**src/rtl/wind_acq_sequencer.sv**
```systemverilog
// Wind sensor acquisition sequencer: sample strobe, TX burst,
// receiver blanking, acquisition window and result wait.
module wind_acq_sequencer #(
  parameter int CLKDIV   = 20,
  parameter int STRBPH   = 18,
  parameter int TXLEN    = 8,
  parameter int BLANKLEN = 50,
  parameter int NSAMP    = 2000,
  parameter int TIMEOUT  = 4095
) (
  input  logic        clock,
  input  logic        reset,
  input  logic        start,
  input  logic        continuous,
  input  logic        abort,
  input  logic [3:0]  spdmeanlen_in,
  input  logic        speeden,
  output logic        endata,
  output logic        txen,
  output logic        acqen,
  output logic [10:0] sampcnt,
  output logic [3:0]  spdmeanlen,
  output logic        busy,
  output logic        done,
  output logic        timeout_err
);

  localparam int DW = (CLKDIV > 1) ? $clog2(CLKDIV) : 1;

  typedef enum logic [2:0] {
    IDLE,
    TX,
    BLANK,
    ACQ,
    WAITRES,
    DONE
  } state_t;

  state_t        state;
  state_t        state_n;
  logic [DW-1:0] clkdiv;
  logic [11:0]   cnt;
  logic [11:0]   cnt_n;
  logic          latch;
  logic          terr_set;
  logic [3:0]    clamp;

  always_comb begin
    clamp = spdmeanlen_in;
    unique case (1'b1)
      (spdmeanlen_in < 4'd6):  clamp = 4'd6;
      (spdmeanlen_in > 4'd11): clamp = 4'd11;
      default: ;
    endcase
  end

  // abort overrides every other transition
  always_comb begin
    state_n  = state;
    cnt_n    = cnt;
    latch    = 1'b0;
    terr_set = 1'b0;
    if (abort) begin
      state_n = IDLE;
      cnt_n   = '0;
    end else begin
      unique case (state)
        IDLE: begin
          if (start) begin
            state_n = TX;
            cnt_n   = '0;
            latch   = 1'b1;
          end
        end
        TX: begin
          if (endata) begin
            if (cnt == 12'(TXLEN - 1)) begin
              state_n = BLANK;
              cnt_n   = '0;
            end else begin
              cnt_n = cnt + 12'd1;
            end
          end
        end
        BLANK: begin
          if (endata) begin
            if (cnt == 12'(BLANKLEN - 1)) begin
              state_n = ACQ;
              cnt_n   = '0;
            end else begin
              cnt_n = cnt + 12'd1;
            end
          end
        end
        ACQ: begin
          if (endata) begin
            if (cnt == 12'(NSAMP - 1)) begin
              state_n = WAITRES;
              cnt_n   = '0;
            end else begin
              cnt_n = cnt + 12'd1;
            end
          end
        end
        WAITRES: begin
          if (speeden) begin
            state_n = DONE;
            cnt_n   = '0;
          end else if (endata) begin
            if (cnt == 12'(TIMEOUT - 1)) begin
              state_n  = DONE;
              cnt_n    = '0;
              terr_set = 1'b1;
            end else begin
              cnt_n = cnt + 12'd1;
            end
          end
        end
        DONE: begin
          cnt_n = '0;
          if (continuous) begin
            state_n = TX;
            latch   = 1'b1;
          end else begin
            state_n = IDLE;
          end
        end
        default: begin
          state_n = IDLE;
          cnt_n   = '0;
        end
      endcase
    end
  end

  always_ff @(posedge clock or negedge reset) begin
    if (!reset) begin
      clkdiv <= '0;
      endata <= 1'b0;
    end else begin
      if (clkdiv == DW'(CLKDIV - 1)) clkdiv <= '0;
      else clkdiv <= clkdiv + DW'(1);
      endata <= (clkdiv == DW'(STRBPH));
    end
  end

  // outputs are decoded from the next state so they track state exactly
  always_ff @(posedge clock or negedge reset) begin
    if (!reset) begin
      state       <= IDLE;
      cnt         <= '0;
      txen        <= 1'b0;
      acqen       <= 1'b0;
      sampcnt     <= '0;
      spdmeanlen  <= 4'd6;
      busy        <= 1'b0;
      done        <= 1'b0;
      timeout_err <= 1'b0;
    end else begin
      state   <= state_n;
      cnt     <= cnt_n;
      txen    <= (state_n == TX);
      acqen   <= (state_n == ACQ);
      sampcnt <= (state_n == ACQ) ? cnt_n[10:0] : 11'd0;
      busy    <= (state_n != IDLE);
      done    <= (state_n == DONE);
      if (latch) spdmeanlen <= clamp;
      if (latch) timeout_err <= 1'b0;
      else if (terr_set) timeout_err <= 1'b1;
    end
  end

endmodule

```
**config.mk**
```make
export PLATFORM = sky130hd
export DESIGN_NAME = wind_acq_sequencer
export DESIGN_NICKNAME = d
export VERILOG_FILES = /design/src/rtl/wind_acq_sequencer.sv
export SDC_FILE = /design/constraint.sdc
export NUM_CORES = 1
export LEC_CHECK = 0
export CAP_MARGIN = 40
export CORE_UTILIZATION = 55
export DETAILED_ROUTE_END_ITERATION = 10
export HOLD_SLACK_MARGIN = 0.08
export PLACE_DENSITY = 0.85
export SYNTH_ARGS = -nofsm -noshare
export SYNTH_HDL_FRONTEND = slang
export SYNTH_SLANG_ARGS = --single-unit
```
**constraint.sdc**
```tcl
create_clock -name clock -period 3 [get_ports clock]
set_input_delay 0.3 -clock clock [delete_from_list [all_inputs] [get_ports clock]]
set_output_delay 0.3 -clock clock [all_outputs]
set_load 0.005 [all_outputs]
```
==> results of run 1 <==
[kinds of logic (layout without fill, tap and decap cells)]
family	Yosys count	in the layout	share of synthesized area [%]
DFF	41	41	44.3
and+or+nand+nor	115	115	27.2
muxes	6	6	2.69
buffers and inverters	21	54	4.90
adders and majority gates	5	5	2.69
xor gates and xnor gates	2	2	0.754
AOI/OAI and AO/OA	51	51	17.5
[cell usage after synthesis (all sizes together) (5+ instances only)]
master	instances	area [um2]
a21oi	11	73.8
a31oi	5	31.3
and2	7	43.8
and3	6	38.8
buf	6	57.6
dfrtp	39	976
ha	5	62.6
inv	11	41.3
nand2	27	101
nand3	10	50.1
nor2	26	100
nor3	8	40.0
nor4	6	43.8
o21ai	8	40.0
[stage by stage]
step / util (%) / power [mW] / instances / cell area [um2] / hold slack (ns)
3_3_place_gp: 65.3 / 0.703 / 314 / 2630 / 0.454
2_1_floorplan: - / 0.646 / 241 / 2320 / 0.00441
4_1_cts: 68.1 / 1.06 / 324 / 2740 / 0.440
5_1_grt: 68.1 / 1.09 / 324 / 2740 / 0.469
3_5_place_dp: 65.8 / 0.708 / 315 / 2650 / 0.233
6_report: 68.1 / 1.05 / 324 / 2740 / 0.433
[layer usage]
metal  up-vias  wire (um)  GRT usage (%)
met5         -          0              0
met4         0         81           10.1
met3         6        312           7.36
met2        67       2440           41.2
met1       922       2210           33.2
li1        936          -              -
[area by class of cell]
| cell class | instances | area [um2] |
|---|---|---|
| Multi-Input combinational cell | 179 | 1180 |
| Clock buffer | 6 | 72.6 |
| Sequential cell | 41 | 1030 |
| Inverter | 11 | 41.3 |
| Fill cell | 327 | 1280 |
| Tap cell | 50 | 62.6 |
| Timing Repair Buffer | 35 | 348 |
| Clock inverter | 2 | 10.0 |
[cell usage in the layout (no fill, tap or decap), types with 4 or more instances in the layout]
| master | netlist | routed |
|---|---|---|
| clkbuf_8 | 0 | 5 |
| nor2_1 | 25 | 25 |
| clkdlybuf4s50_1 | 0 | 29 |
| inv_1 | 11 | 11 |
| a221oi_1 | 4 | 4 |
| nor2b_1 | 4 | 4 |
| nand4_1 | 4 | 4 |
| a21o_1 | 4 | 4 |
| and2_1 | 7 | 7 |
| ha_1 | 5 | 5 |
| a21oi_1 | 8 | 8 |
| nand2_1 | 27 | 27 |
| nand3_1 | 10 | 10 |
| nor4_1 | 5 | 5 |
| o21ai_0 | 8 | 8 |
| nor3_1 | 8 | 8 |
| dfrtp_1 | 39 | 39 |
| mux2i_1 | 4 | 4 |
| a31oi_1 | 5 | 5 |
| and3_1 | 5 | 5 |
[sequential cells by signal, indices dropped and copies added (netlist names)]
signal       cells
acqen            1
busy             1
clkdiv           5
cnt             12
done             1
endata           1
sampcnt         11
spdmeanlen       4
state            3
timeout_err      1
txen             1
[where the power goes]
group,leakage (nW),total [mW],switching (mW),internal [mW]
logic,0.591,0.120,0.0604,0.0596
registers,0.548,0.578,0.0102,0.568
clock network,0.0450,0.349,0.188,0.161
[critical path, delay by kind of cell (launching register included)]
family          cells  cell delay, ns
compound gates      3            0.64
fa+ha+maj           1            0.28
flops               1            0.46
simple gates        3            0.96
[final timing paths]
check / cells past startpoint / endpoint / startpoint
min in group clock: 2 / spdmeanlen[2]$_DFFE_PN1P_ / spdmeanlen[2]$_DFFE_PN1P_
worst min-delay path: 2 / sampcnt[6]$_DFF_PN0_ / reset
max in group asynchronous: 3 / spdmeanlen[1]$_DFFE_PN1P_ / reset
worst max register to register: 7 / sampcnt[9]$_DFF_PN0_ / cnt[0]$_DFF_PN0_
worst max-delay path: 7 / sampcnt[9]$_DFF_PN0_ / cnt[0]$_DFF_PN0_
worst min register to register: 2 / spdmeanlen[2]$_DFFE_PN1P_ / spdmeanlen[2]$_DFFE_PN1P_
==> flow_metrics.py, run 1 <==
metrics = {
    "power": {
        "p_leak_nw": 1.18,
        "irDropWorstVdd_mv": 0.312,
        "p_per_area_nw_per_um2": 382,
    },
    "grt": {
        "grt_max_degree": 28,
        "grt-ovfl-total": 0,
        "grt.total_usage_pct": 26.0,
        "antenna_found_initial": 0,
        "grt_pass1_wl_um": 8580,
        "grt_pass1_vias": 1884,
    },
    "placed_design": {
        "routabilityCongestion": 0.921,
        "place_ws_ns": 0.546,
        "dp_hpwl_um": 3730,
        "portBuffers": 30,
    },
    "clock_tree": {
        "clkTransAtPathRegs_ns": 0.08,
        "root_buffer": "clkbuf_8",
        "clk_path_buf_depth": 2,
        "postCtsSetupBuffers": 0,
        "clk_latency_ns": 0.30,
        "cts.sinks": 41,
        "cts_buffers": 5,
        "cts-hold-fix-buffers": 1,
        "cts_max_level": 2,
        "cts_tree": "built",
        "ctsResizeCount": 0,
    },
    "route": {
        "ant_nets": 0,
        "drc": 0,
        "first_iter_violations": 180,
        "firstDrtPassIters": 4,
        "routed_via_density": 5.96,
        "finalWirelength_um": 5040,
        "vias": 1931,
        "routedWlPerCell_um": 15.6,
    },
    "critical_path": {
        "start_kind": "flop",
        "slowest_delay_ns": 0.55,
        "critPathMaxFanout": 8,
        "worstSetupEndpointType": "flop",
        "critPathSlowestCell": "or4_4",
        "r2r_setup_slack_ns": 0.60,
        "crit_chain": "ha_1 -> nor4b_1 -> and3_2 -> o221ai_2 -> o211ai_4 -> or4_4 -> a21oi_2",
        "cp.arrival_ns": 2.64,
        "required_ns": 3.24,
        "timing_worst_setup_path_type": "flop to flop",
    },
    "synthesis": {
        "yosys_warnings": 0,
        "syn_nets": 256,
        "ys_ff_latch": 41,
        "netlist_area_um2": 2320,
        "yosysSeqAreaShare_pct": 44.3,
        "synth.avg_cell_area_um2": 9.64,
        "syn_inst": 241,
        "async_flop_share_pct": 100,
        "synth_ff_type": "dfrtp_1",
        "synth.distinct_cells": 60,
        "synth_edf_count": 0,
    },
    "floorplan": {
        "io-pin-count": 31,
        "fp.coreArea_um2": 4030,
        "initial_core_util_pct": 57.7,
        "rows": 23,
        "die_h_um": 67.0,
        "die-area_um2": 4490,
        "die_x_um": 67.0,
    },
    "timing": {
        "fmax_mhz": 416,
        "worst_pin_slew_ns": 0.648,
        "fin_crit_ns": 2.40,
        "post-route-period-util_pct": 80.1,
        "clock_skew_ns": 0.00648,
        "drv_slew": 0,
        "rsz0062_at_grt": "false",
        "slew_headroom_pct": 56.4,
        "hold_viol": 0,
        "setup_tns_ns": 0,
        "setup_slack_ns": 0.596,
        "setup-violations-final": 0,
    },
    "cells_and_area": {
        "n_antenna_cell": 0,
        "syn_to_final_growth_pct": 18.1,
        "drive_gt1_share_pct": 13.1,
        "layout.nets": 288,
    },
    "min_path": {
        "hp-class": "input port to async pin",
    },
    "outcome": {
        "status": "finished, final reports clean",
    },
    "run": {
        "maxCapViolCount": 0,
    },
}
(Power assumes the default switching activity.)
==> run 2: changes to the inputs <==
==> constraint.sdc (replaced) <==
create_clock -name clock -period 2.4 [get_ports clock]
set_input_delay 0.24 -clock clock [delete_from_list [all_inputs] [get_ports clock]]
set_output_delay 0.24 -clock clock [all_outputs]
set_load 0.005 [all_outputs]
==> run 2 against run 1 <==
  * Hold slack got worse by 0.025 ns
  * Sequential cell count did not move
  * Combinational power rose by 41%
  * Sequential share of layout area fell by 2.2 points
  * First-iteration DRC count rose by 18%
  * Clock-buffer cell count rose by 2
  * Fmax rose by 5.4%
  * Power rose by 29%
  * Global-route usage rose by 1.2 points
  * Worst setup slack got worse by 0.48 ns
  * Critical path depth fell by 2
  * Register-to-register slack got worse by 0.48 ns
  * Critical endpoint is now sampcnt[4]$_DFF_PN0_
==> flow_metrics.py, run 2 (synthesis results as in run 1) <==
metrics = {
    "timing": {
        "worst_hold_slack_ns": 0.409,
        "setup-violations-final": 0,
        "post-route-period-util_pct": 95.0,
        "slew_headroom_pct": 54.0,
        "worst_pin_slew_ns": 0.685,
        "drv_slew": 0,
        "fmax_mhz": 439,
        "setup_slack_ns": 0.120,
        "fin_crit_ns": 2.28,
        "setup_tns_ns": 0,
        "hold_viol": 0,
        "clock_skew_ns": 0.00547,
        "rsz0062_at_grt": "false",
    },
    "power": {
        "combPwrFrac_pct": 12.5,
        "pwr-share-seq_pct": 53.1,
        "power.total_mw": 1.36,
        "clockPowerShare_pct": 34.4,
        "p_int_mw": 1.03,
        "swShare_pct": 24.1,
        "p_leak_nw": 1.29,
        "p_per_area_nw_per_um2": 465,
        "irDropWorstVdd_mv": 0.288,
        "switchingPower_mw": 0.327,
    },
    "clock_tree": {
        "cts_tree": "built",
        "cts_max_level": 2,
        "postCtsSetupBuffers": 0,
        "clkTransAtPathRegs_ns": 0.08,
        "clk_latency_ns": 0.30,
        "cts_buffers": 5,
        "clk_path_buf_depth": 2,
        "root_buffer": "clkbuf_8",
        "cts.sinks": 41,
    },
    "floorplan": {
        "rows": 23,
        "initial_core_util_pct": 57.7,
        "io-pin-count": 31,
        "fp.coreArea_um2": 4030,
        "die_x_um": 67.0,
        "die_h_um": 67.0,
        "die-area_um2": 4490,
    },
    "cells_and_area": {
        "drive_gt1_share_pct": 19.2,
        "largestRegisters": "cnt (12), sampcnt (11), clkdiv (5)",
        "final_common_cell": "dfrtp_1",
        "syn_to_final_growth_pct": 25.4,
        "fin_util_pct": 72.3,
        "multi_input_area_um2": 1200,
        "fill_cells": 317,
        "regMostFlops": "cnt",
        "n_antenna_cell": 0,
        "layout.nets": 306,
        "seq_area_um2": 1030,
        "largest_reg_flops": 12,
        "final_cell_mix": "39 x dfrtp_1, 29 x clkdlybuf4s50_1, 27 x nand2_1, 25 x nor2_1, 21 x buf_4",
    },
    "placed_design": {
        "routabilityCongestion": 0.975,
        "place_ws_ns": 0.0803,
        "portBuffers": 30,
        "dp_hpwl_um": 4070,
    },
    "critical_path": {
        "crit_chain": "or4b_1 -> a21oi_1 -> or3_1 -> a21oi_1 -> nor4_1",
        "critPathSlowestCell": "or4b_1",
        "slowest_delay_ns": 0.64,
        "cp.arrival_ns": 2.48,
        "critPathMaxFanout": 11,
        "cp-startpoint": "state[1]$_DFF_PN0_",
        "timing.rr.start": "state[1]$_DFF_PN0_",
        "start_kind": "flop",
        "timing_worst_setup_path_type": "flop to flop",
        "worstSetupEndpointType": "flop",
        "cpMostUsedCell": "a21oi_1",
        "r2r_cells": 5,
        "required_ns": 2.60,
    },
    "route": {
        "first_iter_violations": 213,
        "firstDrtPassIters": 5,
        "finalWirelength_um": 5400,
        "vias": 2010,
        "routed_via_density": 5.88,
        "drc": 0,
        "routedWlPerCell_um": 15.8,
        "ant_nets": 0,
    },
    "run": {
        "maxCapViolCount": 0,
    },
    "grt": {
        "grt_pass1_wl_um": 8750,
        "grt-ovfl-total": 0,
        "grt_max_degree": 26,
        "grt_pass1_vias": 1874,
        "grt.total_usage_pct": 27.2,
        "antenna_found_initial": 0,
    },
    "min_path": {
        "hp-class": "input port to async pin",
    },
    "outcome": {
        "status": "finished, final reports clean",
    },
}
-- run 2: cell count changes in the layout (fill, tap and decap cells not counted), moves of 2 or more --
cell | before | now
a221oi_1 | 4 | 1
a221oi_2 | 0 | 3
buf_4 | 3 | 21
clkinv_2 | 2 | 0
-- run 2: power groups by stage --
stage | clock (mW) | sequential, mW | combinational, mW
after global routing | 0.506 | 0.722 | 0.185
after floorplan | 0 | 0.734 | 0.0731
final | 0.466 | 0.721 | 0.169
after CTS | 0.476 | 0.721 | 0.165
after global placement | 0 | 0.733 | 0.155
after detailed placement | 0 | 0.734 | 0.163
-- run 2: final timing paths --
path | endpoint | slack, ns
hold / removal | sampcnt[0]$_DFF_PN0_ | 0.41
min in group clock | spdmeanlen[2]$_DFFE_PN1P_ | 0.48
max in group asynchronous | spdmeanlen[2]$_DFFE_PN1P_ | 1.45
setup / recovery | sampcnt[4]$_DFF_PN0_ | 0.12
setup reg to reg | sampcnt[4]$_DFF_PN0_ | 0.12
hold reg to reg | spdmeanlen[2]$_DFFE_PN1P_ | 0.48
-- run 2: area by class of cell --
cell class	count	area share [%]
clock buffers	8	3.09
inverters	11	1.42
multi-input cells	179	41.2
flip-flops and latches	41	35.3
well taps	50	2.15
repair buffers	53	16.8
-- run 2: repair_timing --
action / CTS / global route
setup endpoints to repair: 0 / 6
hold buffers: 1 / 0
gates resized for setup: 0 / 4
hold endpoints to repair: 16 / 0
-- run 2: stage by stage --
stage               cell area, um2  std cells
floorplan                     2320        241
global placement              2770        332
detailed placement            2790        333
CTS                           2890        342
global route                  2910        342
finish                        2910        342
-- run 2: critical path, delay by kind of cell, from the launching register on --
| kind | cells | cell delay, ns |
|---|---|---|
| AND/OR/NAND/NOR | 3 | 1.06 |
| flip-flops | 1 | 0.52 |
| AO/OA/AOI/OAI | 2 | 0.60 |
-- run 2: routing by layer --
layer	wire length, um	share of wire [%]	global-route usage [%]
met1	2320	43	34.3
met2	2650	49	43.9
met3	324	6.0	7.02
met4	103	1.9	10.9
met5	0	0	0
